## src/rtl/co_ctrl_pkg.sv

```systemverilog
// co_ctrl_pkg: shared encodings for the multicycle controller and the ALU
// controller. Holds the FSM state codes, primary opcode constants, ALU-control
// opcodes, the latched opcode class, and a helper that classifies an opcode.
package co_ctrl_pkg;

  typedef enum logic [3:0] {
    S_FETCH    = 4'd0,
    S_DECODE   = 4'd1,
    S_MEM_ADDR = 4'd2,
    S_MEM_RD   = 4'd3,
    S_MEM_WB   = 4'd4,
    S_MEM_WR   = 4'd5,
    S_EXEC_R   = 4'd6,
    S_R_WB     = 4'd7,
    S_EXEC_I   = 4'd8,
    S_I_WB     = 4'd9,
    S_BRANCH   = 4'd10,
    S_JUMP     = 4'd11,
    S_HALT     = 4'd12
  } state_e;

  localparam logic [5:0] OP_RTYPE = 6'b000000;
  localparam logic [5:0] OP_LW    = 6'b100011;
  localparam logic [5:0] OP_SW    = 6'b101011;
  localparam logic [5:0] OP_ADDI  = 6'b001000;
  localparam logic [5:0] OP_SLTI  = 6'b001010;
  localparam logic [5:0] OP_BEQ   = 6'b000100;
  localparam logic [5:0] OP_J     = 6'b000010;

  localparam logic [2:0] ALU_RTYPE = 3'b100;
  localparam logic [2:0] ALU_ADD   = 3'b010;
  localparam logic [2:0] ALU_SUB   = 3'b011;
  localparam logic [2:0] ALU_SLT   = 3'b001;

  // Instruction class captured in DECODE; CLS_NONE marks an unsupported opcode.
  typedef enum logic [2:0] {
    CLS_NONE  = 3'd0,
    CLS_RTYPE = 3'd1,
    CLS_LW    = 3'd2,
    CLS_SW    = 3'd3,
    CLS_ADDI  = 3'd4,
    CLS_SLTI  = 3'd5,
    CLS_BEQ   = 3'd6,
    CLS_J     = 3'd7
  } op_class_e;

  function automatic op_class_e classify(input logic [5:0] op);
    case (op)
      OP_RTYPE: classify = CLS_RTYPE;
      OP_LW:    classify = CLS_LW;
      OP_SW:    classify = CLS_SW;
      OP_ADDI:  classify = CLS_ADDI;
      OP_SLTI:  classify = CLS_SLTI;
      OP_BEQ:   classify = CLS_BEQ;
      OP_J:     classify = CLS_J;
      default:  classify = CLS_NONE;
    endcase
  endfunction

endpackage

```

## src/rtl/alu_seq_ctrl.sv

```systemverilog
// alu_seq_ctrl: Moore-style multicycle datapath controller.
// Ports:
//   clk_i, rst_i (async active-low)      - clock and reset
//   op_i[5:0], mem_ready_i               - opcode field, memory handshake
//   alu_op_o[2:0], alu_src_a_o, alu_src_b_o[1:0] - ALU operand/op selects
//   pc_write_o, pc_write_cond_o, pc_source_o[1:0] - PC update controls
//   iord_o, mem_read_o, mem_write_o, ir_write_o   - memory/IR controls
//   reg_write_o, reg_dst_o, mem_to_reg_o          - register file controls
//   state_o[3:0], illegal_o                       - status
module alu_seq_ctrl
  import co_ctrl_pkg::*;
(
  input  logic       clk_i,
  input  logic       rst_i,
  input  logic [5:0] op_i,
  input  logic       mem_ready_i,
  output logic [2:0] alu_op_o,
  output logic       alu_src_a_o,
  output logic [1:0] alu_src_b_o,
  output logic       pc_write_o,
  output logic       pc_write_cond_o,
  output logic       iord_o,
  output logic       mem_read_o,
  output logic       mem_write_o,
  output logic       ir_write_o,
  output logic       reg_write_o,
  output logic       reg_dst_o,
  output logic       mem_to_reg_o,
  output logic [1:0] pc_source_o,
  output logic [3:0] state_o,
  output logic       illegal_o
);

  state_e    state_q;
  op_class_e class_q;

  always_ff @(posedge clk_i or negedge rst_i) begin
    if (!rst_i) begin
      state_q <= S_FETCH;
      class_q <= CLS_NONE;
    end else begin
      case (state_q)
        S_FETCH:    if (mem_ready_i) state_q <= S_DECODE;
        S_DECODE: begin
          class_q <= classify(op_i);
          case (classify(op_i))
            CLS_RTYPE:         state_q <= S_EXEC_R;
            CLS_LW, CLS_SW:    state_q <= S_MEM_ADDR;
            CLS_ADDI, CLS_SLTI: state_q <= S_EXEC_I;
            CLS_BEQ:           state_q <= S_BRANCH;
            CLS_J:             state_q <= S_JUMP;
            default:           state_q <= S_HALT;
          endcase
        end
        // lw/sw split uses the latched class so op_i may change after DECODE.
        S_MEM_ADDR: state_q <= (class_q == CLS_SW) ? S_MEM_WR : S_MEM_RD;
        S_MEM_RD:   if (mem_ready_i) state_q <= S_MEM_WB;
        S_MEM_WR:   if (mem_ready_i) state_q <= S_FETCH;
        S_EXEC_R:   state_q <= S_R_WB;
        S_EXEC_I:   state_q <= S_I_WB;
        S_MEM_WB, S_R_WB, S_I_WB, S_BRANCH, S_JUMP: state_q <= S_FETCH;
        default:    state_q <= S_HALT;
      endcase
    end
  end

  // Output decode from the state register only (FETCH additionally qualifies
  // its IR/PC write strobes with the memory handshake). Because it is decoded
  // from state_q, outputs show the FETCH decode throughout reset.
  always_comb begin
    alu_op_o        = ALU_ADD;
    alu_src_a_o     = 1'b0;
    alu_src_b_o     = 2'b00;
    pc_write_o      = 1'b0;
    pc_write_cond_o = 1'b0;
    iord_o          = 1'b0;
    mem_read_o      = 1'b0;
    mem_write_o     = 1'b0;
    ir_write_o      = 1'b0;
    reg_write_o     = 1'b0;
    reg_dst_o       = 1'b0;
    mem_to_reg_o    = 1'b0;
    pc_source_o     = 2'b00;
    case (state_q)
      S_FETCH: begin
        mem_read_o  = 1'b1;
        alu_src_b_o = 2'b01;
        ir_write_o  = mem_ready_i;
        pc_write_o  = mem_ready_i;
      end
      S_DECODE:   alu_src_b_o = 2'b11;
      S_MEM_ADDR: begin
        alu_src_a_o = 1'b1;
        alu_src_b_o = 2'b10;
      end
      S_MEM_RD: begin
        mem_read_o = 1'b1;
        iord_o     = 1'b1;
      end
      S_MEM_WR: begin
        mem_write_o = 1'b1;
        iord_o      = 1'b1;
      end
      S_MEM_WB: begin
        reg_write_o  = 1'b1;
        mem_to_reg_o = 1'b1;
      end
      S_EXEC_R: begin
        alu_src_a_o = 1'b1;
        alu_op_o    = ALU_RTYPE;
      end
      S_R_WB: begin
        reg_write_o = 1'b1;
        reg_dst_o   = 1'b1;
      end
      S_EXEC_I: begin
        alu_src_a_o = 1'b1;
        alu_src_b_o = 2'b10;
        alu_op_o    = (class_q == CLS_SLTI) ? ALU_SLT : ALU_ADD;
      end
      S_I_WB:     reg_write_o = 1'b1;
      S_BRANCH: begin
        alu_src_a_o     = 1'b1;
        alu_op_o        = ALU_SUB;
        pc_write_cond_o = 1'b1;
        pc_source_o     = 2'b01;
      end
      S_JUMP: begin
        pc_write_o  = 1'b1;
        pc_source_o = 2'b10;
      end
      default: ;
    endcase
  end

  assign state_o   = state_q;
  // HALT is only reachable through an unsupported opcode and is left only by
  // reset, so the flag is sticky without a separate register.
  assign illegal_o = (state_q == S_HALT);

endmodule

```

## config.mk

```make
export PLATFORM = sky130hd
export DESIGN_NAME = alu_seq_ctrl
export DESIGN_NICKNAME = d
export VERILOG_FILES = /design/src/rtl/co_ctrl_pkg.sv /design/src/rtl/alu_seq_ctrl.sv
export SDC_FILE = /design/constraint.sdc
export NUM_CORES = 1
export LEC_CHECK = 0
export ABC_CLOCK_PERIOD_IN_PS = 1800
export CORE_MARGIN = 1
export CORE_UTILIZATION = 45
export DETAILED_ROUTE_END_ITERATION = 6
export DONT_BUFFER_PORTS = 1
export GPL_TIMING_DRIVEN = 0
export RECOVER_POWER = 100
export SYNTH_ARGS = -nofsm -noshare
export SYNTH_HDL_FRONTEND = slang
export SYNTH_SLANG_ARGS = --single-unit
```

## constraint.sdc

```tcl
create_clock -name clk_i -period 1.8 [get_ports clk_i]
set_input_delay 0.27 -clock clk_i [delete_from_list [all_inputs] [get_ports clk_i]]
set_output_delay 0.27 -clock clk_i [all_outputs]
set_load 0.01 [all_outputs]
```

==> results of run 1 <==
## final cells by class
| type | instances | area, um2 | area share |
|---|---|---|---|
| inverter | 3 | 12.5 | 0.0144 |
| multi-input combinational | 82 | 561 | 0.646 |
| clock buffer | 4 | 26.3 | 0.0303 |
| buffer | 8 | 61.3 | 0.0707 |
| timing repair buffer | 1 | 10.0 | 0.0115 |
| sequential | 7 | 178 | 0.205 |
| tap | 15 | 18.8 | 0.0216 |
## cell families (layout without fill, tap and decap cells)
logic type / after synthesis / count (layout) / synth area share
and+or+nand+nor: 48 / 48 / 0.338
DFF: 7 / 7 / 0.246
muxes: 2 / 2 / 0.0299
buffers and inverters: 11 / 16 / 0.0651
AOI/OAI and AO/OA: 29 / 29 / 0.283
xor gates and xnor gates: 3 / 3 / 0.0370
## sequential cells by signal, summed over array words and instances (netlist names)
| name | flops |
|---|---|
| class_q | 3 |
| state_o | 4 |
## Yosys cell counts, types with 3 or more instances
library cell  number  area share
a211oi_1           3       0.032
a21oi_1            5       0.035
and3_1             3       0.026
clkbuf_1           4       0.021
dfrtp_1            7        0.25
nand2_1            9       0.048
nor2_1            13       0.069
nor3_1             9       0.063
o21ai_0            6       0.042
xnor2_1            3       0.037
## timing repair
item,CTS,global route
hold endpoints to repair,7,0
endpoints found under the setup margin,15,9
pin swaps,2,2
hold buffers,1,0
gates resized for setup,21,17
## per-stage QoR
step                setup WS [ns]  instance area (um2)  hold WS [ns]  total power, uW  std cells
floorplan                   0.167                  711       -0.0256              891        100
global placement          -0.0182                  729       -0.0255             1010        115
detailed placement        -0.0188                  729       -0.0255             1020        115
CTS                        0.0220                  837         0.227             1300        120
global route               0.0121                  867         0.262             1460        120
finish                     0.0642                  867         0.224             1350        120
## routing by layer
| metal | global-route usage | up-vias |
|---|---|---|
| li1 | - | 376 |
| met1 | 0.281 | 351 |
| met2 | 0.334 | 31 |
| met3 | 0.0696 | 0 |
| met4 | 0.0516 | 0 |
| met5 | 0 | - |
## worst max-delay path, stage by stage (launching register included)
cell and delay, ns:
dfrtp_1 0.40, clkbuf_4 0.23, nor2_2 0.08, and3_4 0.18
or2_2 0.32
## final timing paths
kind                              from          to  slack, ns  cells after the start
min reg2reg                 class_q[0]  class_q[0]       0.50                      2
max                         state_o[2]  pc_write_o       0.06                      4
min                        mem_ready_i  state_o[1]       0.22                      3
max reg2reg                 state_o[2]  state_o[2]       0.18                      6
max in group asynchronous        rst_i  state_o[1]       1.20                      1
min in group asynchronous        rst_i  class_q[1]       0.34                      1
## report_power, final
| group | leakage, uW | internal [uW] | total [uW] | switching (uW) |
|---|---|---|---|---|
| Combinational | 0.000241 | 363 | 926 | 563 |
| Sequential | 0.0000899 | 219 | 283 | 63.8 |
| Clock | 0.0000150 | 84.6 | 143 | 58.0 |
| Total | 0.000346 | 666 | 1350 | 685 |
==> results.sh, run 1 <==
export IMPL_grt_max_degree=11
export IMPL_wl_met3_um=112
export IMPL_clk_pin_slew_ns=0.05
export IMPL_drtPass1Iterations=5
export IMPL_fillers=134
export IMPL_grt_first_pass_wirelength_um=2950
export IMPL_wl_met1_um=849
export IMPL_ys_types=43
export IMPL_wl_per_cell_um=14.9
export IMPL_worst_pin_slew_ns=0.511
export IMPL_clkLatencyLatePin_ns=0.25
export IMPL_finalSetupTns_ns=0
export IMPL_dieArea_mm2=0.00174
export IMPL_ys_seq_area_frac=0.246
export IMPL_critPathLaunchType="register"
export IMPL_portBuffers=0
export IMPL_avgSynthCellArea_um2=7.11
export IMPL_post_route_period_util=0.964
export IMPL_vdd_drop_max_mv=0.708
export IMPL_layout_commonest_cell="nor2_1"
export IMPL_place_congestion=0.812
export IMPL_min_period_ns=1.74
export IMPL_synth_nets=109
export IMPL_p_leak_uw=0.000346
export IMPL_fp_dieW_um=41.7
export IMPL_postRouteAntennaNets=0
export IMPL_met2_length_um=822
export IMPL_syn_to_final_growth_pct=22.0
export IMPL_grt_ovfl_total=0
export IMPL_status="completed"
export IMPL_die_height_um=41.7
export IMPL_worst_setup_path_type="reg -> out"
export IMPL_grt_total_usage=0.213
export IMPL_critPathMaxFanout=8
export IMPL_critPathRequiredTime_ns=1.53
export IMPL_clock_fmax_ghz=0.576
export IMPL_diodes=0
export IMPL_start_util=0.514
export IMPL_setup_viol=0
export IMPL_utilization=0.627
export IMPL_cts_sinks=7
export IMPL_hold_class="in -> reg"
export IMPL_maxCapViolations=0
export IMPL_synth_edf_count=0
export IMPL_drive_above_1_share=0.314
export IMPL_antenna_found_initial=0
export IMPL_ys_seq_elements=7
export IMPL_slew_headroom=0.655
export IMPL_vias=758
export IMPL_dpl_hpwl_um=1310
export IMPL_drtIter0Drc=23
export IMPL_final_nets=115
export IMPL_grt_pass1_vias=695
export IMPL_remaining_drc_errors=0
export IMPL_cellPowerDensity_mw_per_mm2=1560
export IMPL_cts_setup_buffers=0
export IMPL_clock_skew_ns=0.00142
export IMPL_core_mm2=0.00138
export IMPL_io_pins=31
export IMPL_clockBufferDepth=2
export IMPL_cts_tree="yes"
export IMPL_setup_worst_path_end_class="primary output"
export IMPL_yosys_warnings=0
export IMPL_netlist_area_um2=711
export IMPL_maxSlewViolCount=0
export IMPL_placementRows=13
export IMPL_crit_arrival_ns=1.47
export IMPL_rsz0062_at_grt="false"
export IMPL_ys_async_sr_fraction=1.00
export IMPL_vias_per_cell=6.32
export IMPL_h_tree_depth=1
export IMPL_routed_top_layer="met3"
export IMPL_netlist_instances=100
export IMPL_synth_top_flop_cell="dfrtp_1"
export IMPL_cts_buffers=3
export IMPL_final_cell_mix="nor2_1, nand2_1, o21ai_0, nor3_1"
export IMPL_wl_um=1780
export IMPL_cts_root_buffer="clkbuf_4"
export IMPL_hold_viol=0
Power figures use the tool's default switching activity.
==> run 2: changes to the inputs <==
- CAP_MARGIN: not set -> 20
- HOLD_SLACK_MARGIN: not set -> 0.15
==> results of run 2 <==
The final DEF is identical to that of run 1; final timing and power are the same.
==> run 3: changes to the inputs <==
- ABC_CLOCK_PERIOD_IN_PS: 1800 -> 2000
- CORE_UTILIZATION: 45 -> 54
- PLACE_DENSITY: not set -> 0.69
- clock period: 1.8 -> 2 ns (I/O delays scaled with it)
==> run 3 against run 2 <==
Effect of this change: final area is 7.8% lower; combinational power down 22%; clock skew is 0.0020 ns higher; register-to-register slack gained 0.17 ns; via count shrank 0.92%; first-iteration DRC count decreased by 57%; setup slack improved by 0.014 ns; worst hold slack improved by 0.043 ns; cell count shrank 0.83%; die area is 16% lower; critical path type unchanged; largest power group unchanged.
==> results.sh, run 3 (synthesis gave the netlist of run 1 again) <==
export IMPL_min_path_cells=3
export IMPL_drtPass1Iterations=4
export IMPL_critPathLaunchType="register"
export IMPL_rsz0062_at_grt="true"
export IMPL_cts_root_buffer="clkbuf_4"
export IMPL_crit_path_max_incr_delay_ns=0.39
export IMPL_post_route_period_util=0.961
export IMPL_wl_per_cell_um=14.7
export IMPL_r2r_start="state_o[3]"
export IMPL_grt_ovfl_total=0
export IMPL_worstHoldEndpoint="state_o[1]"
export IMPL_whs_ns=0.268
export IMPL_path_cells="clkbuf_1 -> nor2_1 -> and3_1 -> or2_2"
export IMPL_status="completed"
export IMPL_rr_worst_depth=6
export IMPL_worst_setup_path_type="reg -> out"
export IMPL_dpl_hpwl_um=1350
export IMPL_min_period_ns=1.92
export IMPL_cpMaxStageDelayCell="dfrtp_1"
export IMPL_p_seq_frac=0.231
export IMPL_cellPowerDensity_mw_per_mm2=1370
export IMPL_die_height_um=38.3
export IMPL_drtIter0Drc=10
export IMPL_dieArea_mm2=0.00146
export IMPL_path_delay_family="simple AND/OR/NAND/NOR gates"
export IMPL_clock_fmax_ghz=0.520
export IMPL_drive_above_1_share=0.229
export IMPL_worst_pin_slew_ns=0.498
export IMPL_fp_dieW_um=38.3
export IMPL_crit_arrival_ns=1.62
export IMPL_core_mm2=0.00117
export IMPL_cts_sinks=7
export IMPL_remaining_drc_errors=0
export IMPL_postRouteAntennaNets=0
export IMPL_critPathRequiredTime_ns=1.70
export IMPL_vias_per_cell=6.31
export IMPL_maxCapViolations=0
export IMPL_grt_first_pass_wirelength_um=2770
export IMPL_clkLatencyLatePin_ns=0.24
export IMPL_cts_setup_buffers=0
export IMPL_maxSlewViolCount=0
export IMPL_vdd_drop_max_mv=0.642
export IMPL_hold_viol=0
export IMPL_clockBufferDepth=2
export IMPL_layout_commonest_cell="nor2_1"
export IMPL_finalSetupTns_ns=0
export IMPL_cts_buffers=3
export IMPL_place_congestion=0.842
export IMPL_min_from="mem_ready_i"
export IMPL_portBuffers=0
export IMPL_grt_max_degree=11
export IMPL_p_total_uw=1100
export IMPL_h_tree_depth=1
export IMPL_diodes=0
export IMPL_setup_viol=0
export IMPL_clock_skew_ns=0.00340
export IMPL_rr_endpoint="state_o[2]"
export IMPL_grt_pass1_vias=651
export IMPL_grt_total_usage=0.270
export IMPL_slew_headroom=0.664
export IMPL_cts_tree="yes"
export IMPL_largest_reg_flops=4
export IMPL_p_leak_uw=0.000329
export IMPL_setup_worst_path_end_class="primary output"
export IMPL_wl_um=1750
export IMPL_cp_num_buf_inv=1
export IMPL_antenna_found_initial=0
export IMPL_final_cell_mix="nor2_1, nand2_1, nor3_1, o21ai_0, dfrtp_1"
export IMPL_p_int_uw=526
export IMPL_clk_pin_slew_ns=0.05
export IMPL_vias=751
export IMPL_comb_power_share=0.658
export IMPL_reg2reg_slack_ns=0.35
export IMPL_pwr_share_clk=0.112
export IMPL_critPathMaxFanout=7
export IMPL_fillers=108
export IMPL_p_sw_frac=0.521
export IMPL_syn_to_final_growth_pct=12.5
export IMPL_placementRows=12
export IMPL_hold_class="in -> reg"
export IMPL_start_util=0.607
export IMPL_final_nets=115
export IMPL_p_switching_uw=573
export IMPL_io_pins=31
run 3: how the worst max path moves through the flow:
stage               startpoint             end  slack [ns]  cells after the start
floorplan           state_o[0]      pc_write_o        0.34                      4
global placement    state_o[0]      pc_write_o        0.16                      4
detailed placement  state_o[0]      pc_write_o        0.14                      4
CTS                 state_o[0]  alu_src_b_o[1]      -0.004                      5
global route        state_o[3]  pc_source_o[0]       -0.02                      4
finish              state_o[3]      pc_write_o        0.08                      4
run 3: layer usage:
layer,share of wire,global-route usage,vias to the layer above
li1,-,-,375
met1,0.44,0.359,349
met2,0.50,0.436,25
met3,0.049,0.0698,2
met4,0.0097,0.0536,0
met5,0,0,-
run 3: layout make-up:
type,count,area (um2),area share
plain buffers,8,43.8,0.0548
clock buffers,4,26.3,0.0329
inverters,3,12.5,0.0156
multi-input cells,82,514,0.643
flip-flops and latches,7,175,0.219
well taps,14,17.5,0.0219
repair buffers,1,10.0,0.0125
run 3: stage by stage:
stage | instance area, um2 | cells | utilization | worst slack (ns)
floorplan | 711 | 100 | - | 0.337
global placement | 728 | 114 | 0.622 | 0.162
detailed placement | 728 | 114 | 0.622 | 0.137
CTS | 779 | 119 | 0.666 | -0.00388
global route | 800 | 119 | 0.683 | -0.0186
finish | 800 | 119 | 0.683 | 0.0781
run 3: what timing repair did:
item	in CTS	in global routing
hold endpoints to repair	7	0
gates resized for setup	6	8
pin swaps	0	0
hold buffers	1	0
setup endpoints to repair	5	6
run 3: power groups by stage:
| stage | clock network (uW) | logic [uW] | registers [uW] |
|---|---|---|---|
| floorplan | 0 | 563 | 239 |
| global placement | 0 | 648 | 249 |
| detailed placement | 0 | 667 | 254 |
| CTS | 126 | 691 | 251 |
| global route | 134 | 800 | 258 |
| finish | 123 | 723 | 253 |
run 3: worst min-delay path: cells and delay by family:
family | cells | cell delay, ns
AO/OA/AOI/OAI | 2 | 0.10
AND/OR/NAND/NOR | 1 | 0.06
